## config.mk

```make
export PLATFORM = sky130hd
export DESIGN_NAME = hazard_stall_ctrl
export DESIGN_NICKNAME = d
export VERILOG_FILES = /design/src/rtl/hazard_stall_ctrl.sv
export SDC_FILE = /design/constraint.sdc
export NUM_CORES = 1
export LEC_CHECK = 0
export CORE_AREA = 8 8 74 76
export DETAILED_ROUTE_END_ITERATION = 10
export DIE_AREA = 0 0 82 84
export GPL_TIMING_DRIVEN = 0
export HOLD_SLACK_MARGIN = 0.02
export PLACE_DENSITY = 0.81
export SLEW_MARGIN = 20
export SYNTH_ARGS = -nofsm -noshare
export SYNTH_HDL_FRONTEND = slang
export SYNTH_SLANG_ARGS = --single-unit
```

## constraint.sdc

```tcl
create_clock -name clk -period 1.83 [get_ports clk]
set_input_delay 0.183 -clock clk [delete_from_list [all_inputs] [get_ports clk]]
set_output_delay 0.183 -clock clk [all_outputs]
set_load 0.05 [all_outputs]
```

## src/rtl/hazard_stall_ctrl.sv

```systemverilog
// hazard_stall_ctrl
//   Hazard and stall scheduler for a 5-stage RV32I pipeline. It sits beside
//   the control unit and handles four jobs:
//     - detects load-use hazards between the ID and EX stages
//     - generates the EX operand forwarding selects
//     - freezes the pipeline while a data-memory access waits on mem_ready,
//       and latches a sticky error if the access never completes
//     - merges branch-redirect flushes and counts stall cycles
//
// Ports
//   clk, rst_n                    clock (rising edge), async active-low reset
//   id_rs1/2, id_use_rs1/2        source registers of the ID instr, and whether
//                                 each one is actually read
//   ex_rs1/2, ex_rd               EX instr source and destination registers
//   ex_regwen, ex_is_load         EX instr writes rd / is a load
//   mem_rd, mem_regwen, mem_is_load  MEM-stage writer info
//   wb_rd, wb_regwen              WB-stage writer info
//   mem_req, mem_ready            data-memory access handshake in MEM
//   br_redirect                   taken-branch/jump mispredict resolved in EX
//   pc_stall, if_id_stall         hold PC / hold IF/ID
//   id_ex_bubble                  load a NOP into ID/EX
//   pipe_freeze                   hold every pipeline register
//   if_flush, id_flush            squash the IF / ID instructions
//   fwd_a_sel, fwd_b_sel          00 regfile, 01 from WB, 10 from MEM
//   mem_timeout_err               sticky memory-timeout error
//   stall_count                   saturating count of cycles with pc_stall=1
module hazard_stall_ctrl #(
  parameter int unsigned REG_ADDR_WIDTH = 5,
  parameter int unsigned MEM_TIMEOUT    = 15,
  parameter int unsigned CNT_WIDTH      = 4,
  parameter int unsigned PERF_WIDTH     = 16
) (
  input  logic                      clk,
  input  logic                      rst_n,
  input  logic [REG_ADDR_WIDTH-1:0] id_rs1,
  input  logic [REG_ADDR_WIDTH-1:0] id_rs2,
  input  logic                      id_use_rs1,
  input  logic                      id_use_rs2,
  input  logic [REG_ADDR_WIDTH-1:0] ex_rs1,
  input  logic [REG_ADDR_WIDTH-1:0] ex_rs2,
  input  logic [REG_ADDR_WIDTH-1:0] ex_rd,
  input  logic                      ex_regwen,
  input  logic                      ex_is_load,
  input  logic [REG_ADDR_WIDTH-1:0] mem_rd,
  input  logic                      mem_regwen,
  input  logic                      mem_is_load,
  input  logic [REG_ADDR_WIDTH-1:0] wb_rd,
  input  logic                      wb_regwen,
  input  logic                      mem_req,
  input  logic                      mem_ready,
  input  logic                      br_redirect,
  output logic                      pc_stall,
  output logic                      if_id_stall,
  output logic                      id_ex_bubble,
  output logic                      pipe_freeze,
  output logic                      if_flush,
  output logic                      id_flush,
  output logic [1:0]                fwd_a_sel,
  output logic [1:0]                fwd_b_sel,
  output logic                      mem_timeout_err,
  output logic [PERF_WIDTH-1:0]     stall_count
);

  localparam logic [CNT_WIDTH-1:0] TIMEOUT_CNT = CNT_WIDTH'(MEM_TIMEOUT);

  typedef enum logic [1:0] {
    RUN      = 2'd0,
    MEM_WAIT = 2'd1,
    ERR      = 2'd2
  } state_t;

  state_t               state, state_nxt;
  logic [CNT_WIDTH-1:0] cnt, cnt_nxt;
  logic                 freeze;
  logic                 load_use;

  always_ff @(posedge clk or negedge rst_n) begin
    if (!rst_n) begin
      state <= RUN;
      cnt   <= '0;
    end else begin
      state <= state_nxt;
      cnt   <= cnt_nxt;
    end
  end

  // Freeze is decided here alongside the next state. In MEM_WAIT it drops in
  // the cycle mem_ready arrives, so the pipeline advances on that same edge.
  always_comb begin
    state_nxt = state;
    cnt_nxt   = cnt;
    freeze    = 1'b0;
    unique case (state)
      RUN: begin
        if (mem_req && !mem_ready) begin
          state_nxt = MEM_WAIT;
          cnt_nxt   = CNT_WIDTH'(1);
          freeze    = 1'b1;
        end
      end
      MEM_WAIT: begin
        if (mem_ready) begin
          state_nxt = RUN;
          cnt_nxt   = '0;
        end else begin
          freeze = 1'b1;
          if (cnt == TIMEOUT_CNT) begin
            state_nxt = ERR;
          end else begin
            cnt_nxt = cnt + CNT_WIDTH'(1);
          end
        end
      end
      ERR: begin
        freeze = 1'b1;
      end
      default: begin
        state_nxt = RUN;
        cnt_nxt   = '0;
      end
    endcase
  end

  assign mem_timeout_err = (state == ERR);
  assign pipe_freeze     = freeze;

  always_comb begin
    load_use = 1'b0;
    if (ex_is_load && ex_regwen && (ex_rd != '0)) begin
      load_use = (id_use_rs1 && (id_rs1 == ex_rd)) ||
                 (id_use_rs2 && (id_rs2 == ex_rd));
    end
  end

  // Priority: freeze > redirect > load-use. A redirect seen during a freeze
  // is simply not acted on yet; EX is held so it stays asserted until the
  // freeze drops.
  always_comb begin
    pc_stall     = 1'b0;
    if_id_stall  = 1'b0;
    id_ex_bubble = 1'b0;
    if_flush     = 1'b0;
    id_flush     = 1'b0;
    if (freeze) begin
      pc_stall    = 1'b1;
      if_id_stall = 1'b1;
    end else if (br_redirect) begin
      if_flush = 1'b1;
      id_flush = 1'b1;
    end else if (load_use) begin
      pc_stall     = 1'b1;
      if_id_stall  = 1'b1;
      id_ex_bubble = 1'b1;
    end
  end

  // A load in MEM has no data yet, so it cannot be a forwarding source.
  function automatic logic [1:0] fwd_sel(input logic [REG_ADDR_WIDTH-1:0] rs);
    logic [1:0] sel;
    sel = 2'b00;
    if (mem_regwen && (mem_rd != '0) && !mem_is_load && (mem_rd == rs)) begin
      sel = 2'b10;
    end else if (wb_regwen && (wb_rd != '0) && (wb_rd == rs)) begin
      sel = 2'b01;
    end
    return sel;
  endfunction

  always_comb begin
    fwd_a_sel = fwd_sel(ex_rs1);
    fwd_b_sel = fwd_sel(ex_rs2);
  end

  always_ff @(posedge clk or negedge rst_n) begin
    if (!rst_n) begin
      stall_count <= '0;
    end else if (pc_stall && (stall_count != '1)) begin
      stall_count <= stall_count + PERF_WIDTH'(1);
    end
  end

endmodule

```

==> results of run 1 <==
## where the power goes
group	switching (mW)	internal, mW
combinational	0.634	0.562
clock	0.151	0.192
sequential	0.112	0.582
total	0.898	1.34
## synth_stat cells (2+ instances only)
master	number	share of area, %
sky130_fd_sc_hd__xnor2_1	26	15
sky130_fd_sc_hd__o21ai_0	7	2.3
sky130_fd_sc_hd__nand4_1	8	3.2
sky130_fd_sc_hd__ha_1	2	1.6
sky130_fd_sc_hd__dfrtp_1	22	36
sky130_fd_sc_hd__nand2_1	14	3.4
sky130_fd_sc_hd__a21oi_1	6	1.9
sky130_fd_sc_hd__nand3b_1	3	1.5
sky130_fd_sc_hd__buf_4	2	0.97
sky130_fd_sc_hd__nand2b_1	2	0.81
sky130_fd_sc_hd__nor2_1	9	2.2
sky130_fd_sc_hd__xor2_1	15	8.5
sky130_fd_sc_hd__or4_1	4	1.9
sky130_fd_sc_hd__nor3_1	4	1.3
sky130_fd_sc_hd__o31ai_1	2	0.97
sky130_fd_sc_hd__nor4_1	4	1.6
sky130_fd_sc_hd__nor2b_1	2	0.81
sky130_fd_sc_hd__and3_1	4	1.6
sky130_fd_sc_hd__inv_1	2	0.49
sky130_fd_sc_hd__mux2_1	2	1.5
sky130_fd_sc_hd__nand3_1	8	2.6
sky130_fd_sc_hd__a211oi_1	2	0.97
## cell families (layout without fill, tap and decap cells)
family / after synthesis / count (layout) / share of synthesized area [%]
adders and majority gates: 2 / 2 / 1.62
DFF: 22 / 22 / 35.7
xor gates and xnor gates: 41 / 41 / 23.3
AOI/OAI and AO/OA: 24 / 24 / 9.59
muxes: 4 / 4 / 2.84
and+or+nand+nor: 68 / 68 / 24.5
buffers and inverters: 6 / 107 / 2.44
## repair_timing
action / 4_1_cts / 5_1_grt
resized for setup: 112 / 46
setup endpoints to repair: 21 / 22
hold endpoints to repair: 0 / 22
hold buffers: 0 / 1
setup buffers: 12 / 10
gates cloned: 0 / 1
pin swaps: 10 / 15
## routing by layer
metal	GRT usage (%)	vias to the layer above	wire length (µm)
met5	0	-	0
met4	2.40	0	51
met3	3.45	7	399
met2	22.7	60	2440
met1	16.5	770	2200
li1	-	808	-
## worst min path at each step
stage | from | slack, ns | to | cells past startpoint
global route | rst_n | 0.46 | state[1] | 2
global placement | stall_count[12] | 0.47 | stall_count[12] | 1
CTS | stall_count[12] | 0.49 | stall_count[12] | 1
floorplan | rst_n | -0.11 | cnt[0] | 0
finish | rst_n | 0.42 | cnt[0] | 2
detailed placement | stall_count[12] | 0.48 | stall_count[12] | 1
## metrics by stage
step / cell area, µm² / setup WS, ns / hold WS (ns)
detailed placement: 2450 / -1.02 / 0.483
finish: 2800 / -0.0109 / 0.415
floorplan: 1650 / -0.133 / -0.113
global placement: 2450 / -1.02 / 0.469
global route: 2800 / -0.0844 / 0.457
CTS: 2640 / -0.0379 / 0.493
## critical path: stages
cell and delay (ns):
sky130_fd_sc_hd__clkdlybuf4s50_1 0.48, sky130_fd_sc_hd__xnor2_1 0.11, sky130_fd_sc_hd__nand4_1 0.16, sky130_fd_sc_hd__o22ai_4 0.23, sky130_fd_sc_hd__a21oi_2 0.12, sky130_fd_sc_hd__inv_2 0.14, sky130_fd_sc_hd__buf_8 0.11, sky130_fd_sc_hd__buf_12 0.12
## registers in the layout, summed over array words and instances (netlist names)
signal       cells
cnt              4
stall_count     16
state            2
## final cells by class
type | instances | area [µm²]
inverter | 2 | 7.51
timing repair buffer | 97 | 893
clock buffer | 4 | 55.1
fill | 337 | 1460
sequential | 22 | 564
multi-input combinational | 139 | 1180
tap | 52 | 65.1
buffer | 4 | 38.8
## layout by cell type (no fill, tap or decap), drive strengths merged, types with 3 or more instances in the layout
cell type | synthesis | routed
nand2 | 14 | 14
mux2 | 3 | 3
buf | 3 | 39
nor2 | 9 | 9
nor3 | 4 | 4
and3 | 4 | 4
dlygate4sd2 | 0 | 11
dlymetal6s2s | 0 | 6
xnor2 | 26 | 26
xor2 | 15 | 15
clkbuf | 1 | 13
nand4 | 9 | 9
clkdlybuf4s50 | 0 | 34
dfrtp | 22 | 22
nor4 | 4 | 4
or4 | 4 | 4
nand3 | 9 | 9
o21ai | 8 | 8
nand3b | 3 | 3
a21oi | 6 | 6
==> qor.txt, run 1 <==
==================================================================================================
Outcome ............................................................................. complete, but fails checks
Violated checks ..................................................................... setup timing
Starting density of the core ........................................................        36.1%
Static power due to leakage .........................................................      1.20 nW
Via count of the first global-routing pass ..........................................         1696
Last element of the critical path ...................................................     pc_stall
Number of antenna violations at the first check in global routing ...................            0
Peak supply drop ....................................................................      1.19 mV
Maximum clock rate ..................................................................    0.543 GHz
Final Non-Filler Cells ..............................................................          320
Biggest fanout along the worst timing path ..........................................            5
Wire per inst .......................................................................      15.9 µm
CTS tree ............................................................................        built
Number of antenna diodes ............................................................            0
Reg-to-reg critical path endpoint ................................................... stall_count[4]
Via count ...........................................................................         1645
Die area ............................................................................  0.00689 mm²
Post-synth EDFFs ....................................................................            0
TritonCTS Buffers ...................................................................            3
CTS Root Cell ....................................................................... sky130_fd_sc_hd__clkbuf_8
Async set-reset flop share out of synthesis .........................................         100%
Placed insts ........................................................................          292
Wire length reported by the detailed router .........................................      5090 µm
Startpoint of the worst register-to-register path ................................... stall_count[0]
Setup repair after global routing missed its margin .................................         true
Post-synthesis register bit count ...................................................           22
Post-route DRC ......................................................................            0
All-Layer GR Usage ..................................................................        13.4%
Drt first-iter violations ...........................................................           18
Distinct cell type count of the synthesized netlist .................................           39
Power per cell area .................................................................   797 mW/mm²
Max-slew violations .................................................................            0
Ratio of cells with drive above 1 in the final layout ...............................        36.2%
Minimum period implied by the final worst setup slack ...............................      1.84 ns
Clock transition time at the flip-flop clock pins of the worst setup and hold paths .      0.07 ns
Worst slew slack as a fraction of its limit .........................................        65.8%
Clock latency at the later pin of the worst-skew pair ...............................      0.26 ns
H-tree levels .......................................................................            1
Ratio of routed vias to standard cells ..............................................         5.14
Worst Max-Slew Pin Slew .............................................................     0.511 ns
Synth warn ..........................................................................            0
Chip width ..........................................................................        82 µm
Register-to-register setup slack ....................................................      0.01 ns
Data arrival time at the worst-slack endpoint .......................................      1.66 ns
Total negative slack ................................................................   -0.0109 ns
Antenna viol nets, final ............................................................            0
Start point of the critical path ....................................................    id_rs1[2]
Setup slack after layout ............................................................   -0.0109 ns
First drt pass iteration count ......................................................            4
Global-route wire length before repair ..............................................      7730 µm
Die height ..........................................................................        84 µm
Cell count after synthesis ..........................................................          167
Setup Viol. Count Final .............................................................            1
Synthesized Nets ....................................................................          216
Power Total .........................................................................      2.23 mW
Number of nets in the final layout ..................................................          318
IO Port Bufs ........................................................................           73
Final period util ...................................................................         101%
Most used flip-flop cell after synthesis ............................................ sky130_fd_sc_hd__dfrtp_1
Top Ports ...........................................................................           74
Required @ worst endpoint ...........................................................      1.65 ns
Portion of the post-synthesis area used by sequential elements ......................        35.7%
Post-layout utilization of the core .................................................        65.7%
Post-DP HPWL ........................................................................      3690 µm
Syn Std Cell Area ...................................................................  0.00154 mm²
Kind of end point of the critical path .............................................. primary output
Max Cap Viol ........................................................................            0
Worst-case reg-to-reg path depth ....................................................            8
Kind of start point of the critical path ............................................    input pin
Num rows ............................................................................           24
Worst-case clock skew ...............................................................   0.00295 ns
Core area ...........................................................................  0.00426 mm²
Final weighted congestion in routability-driven placement ...........................        0.800
Worst setup path category ...........................................................    in -> out
Area growth from synthesis to final layout ..........................................        81.9%
Final Hold Fails ....................................................................            0
CTS sink count ......................................................................           22
Hold WC Path Type ...................................................................  in -> async
Average cell area after synthesis ...................................................     9.22 µm²
Maximum number of pins on one net before global-route repair ........................           23
Maximum buffer depth of the clock tree ..............................................            2
Overflow left after global routing ..................................................            0
==================================================================================================
(Power assumes the default switching activity.)
==> inputs of run 2 (changes only) <==
--- a/config.mk
+++ b/config.mk
@@ -6,6 +6,7 @@
 export NUM_CORES = 1
 export LEC_CHECK = 0
 export CORE_AREA = 8 8 74 76
+export CTS_CLUSTER_DIAMETER = 30
 export DETAILED_ROUTE_END_ITERATION = 10
 export DIE_AREA = 0 0 82 84
 export GPL_TIMING_DRIVEN = 0
==> results of run 2 <==
The final DEF is identical to that of run 1; final timing and power are the same.
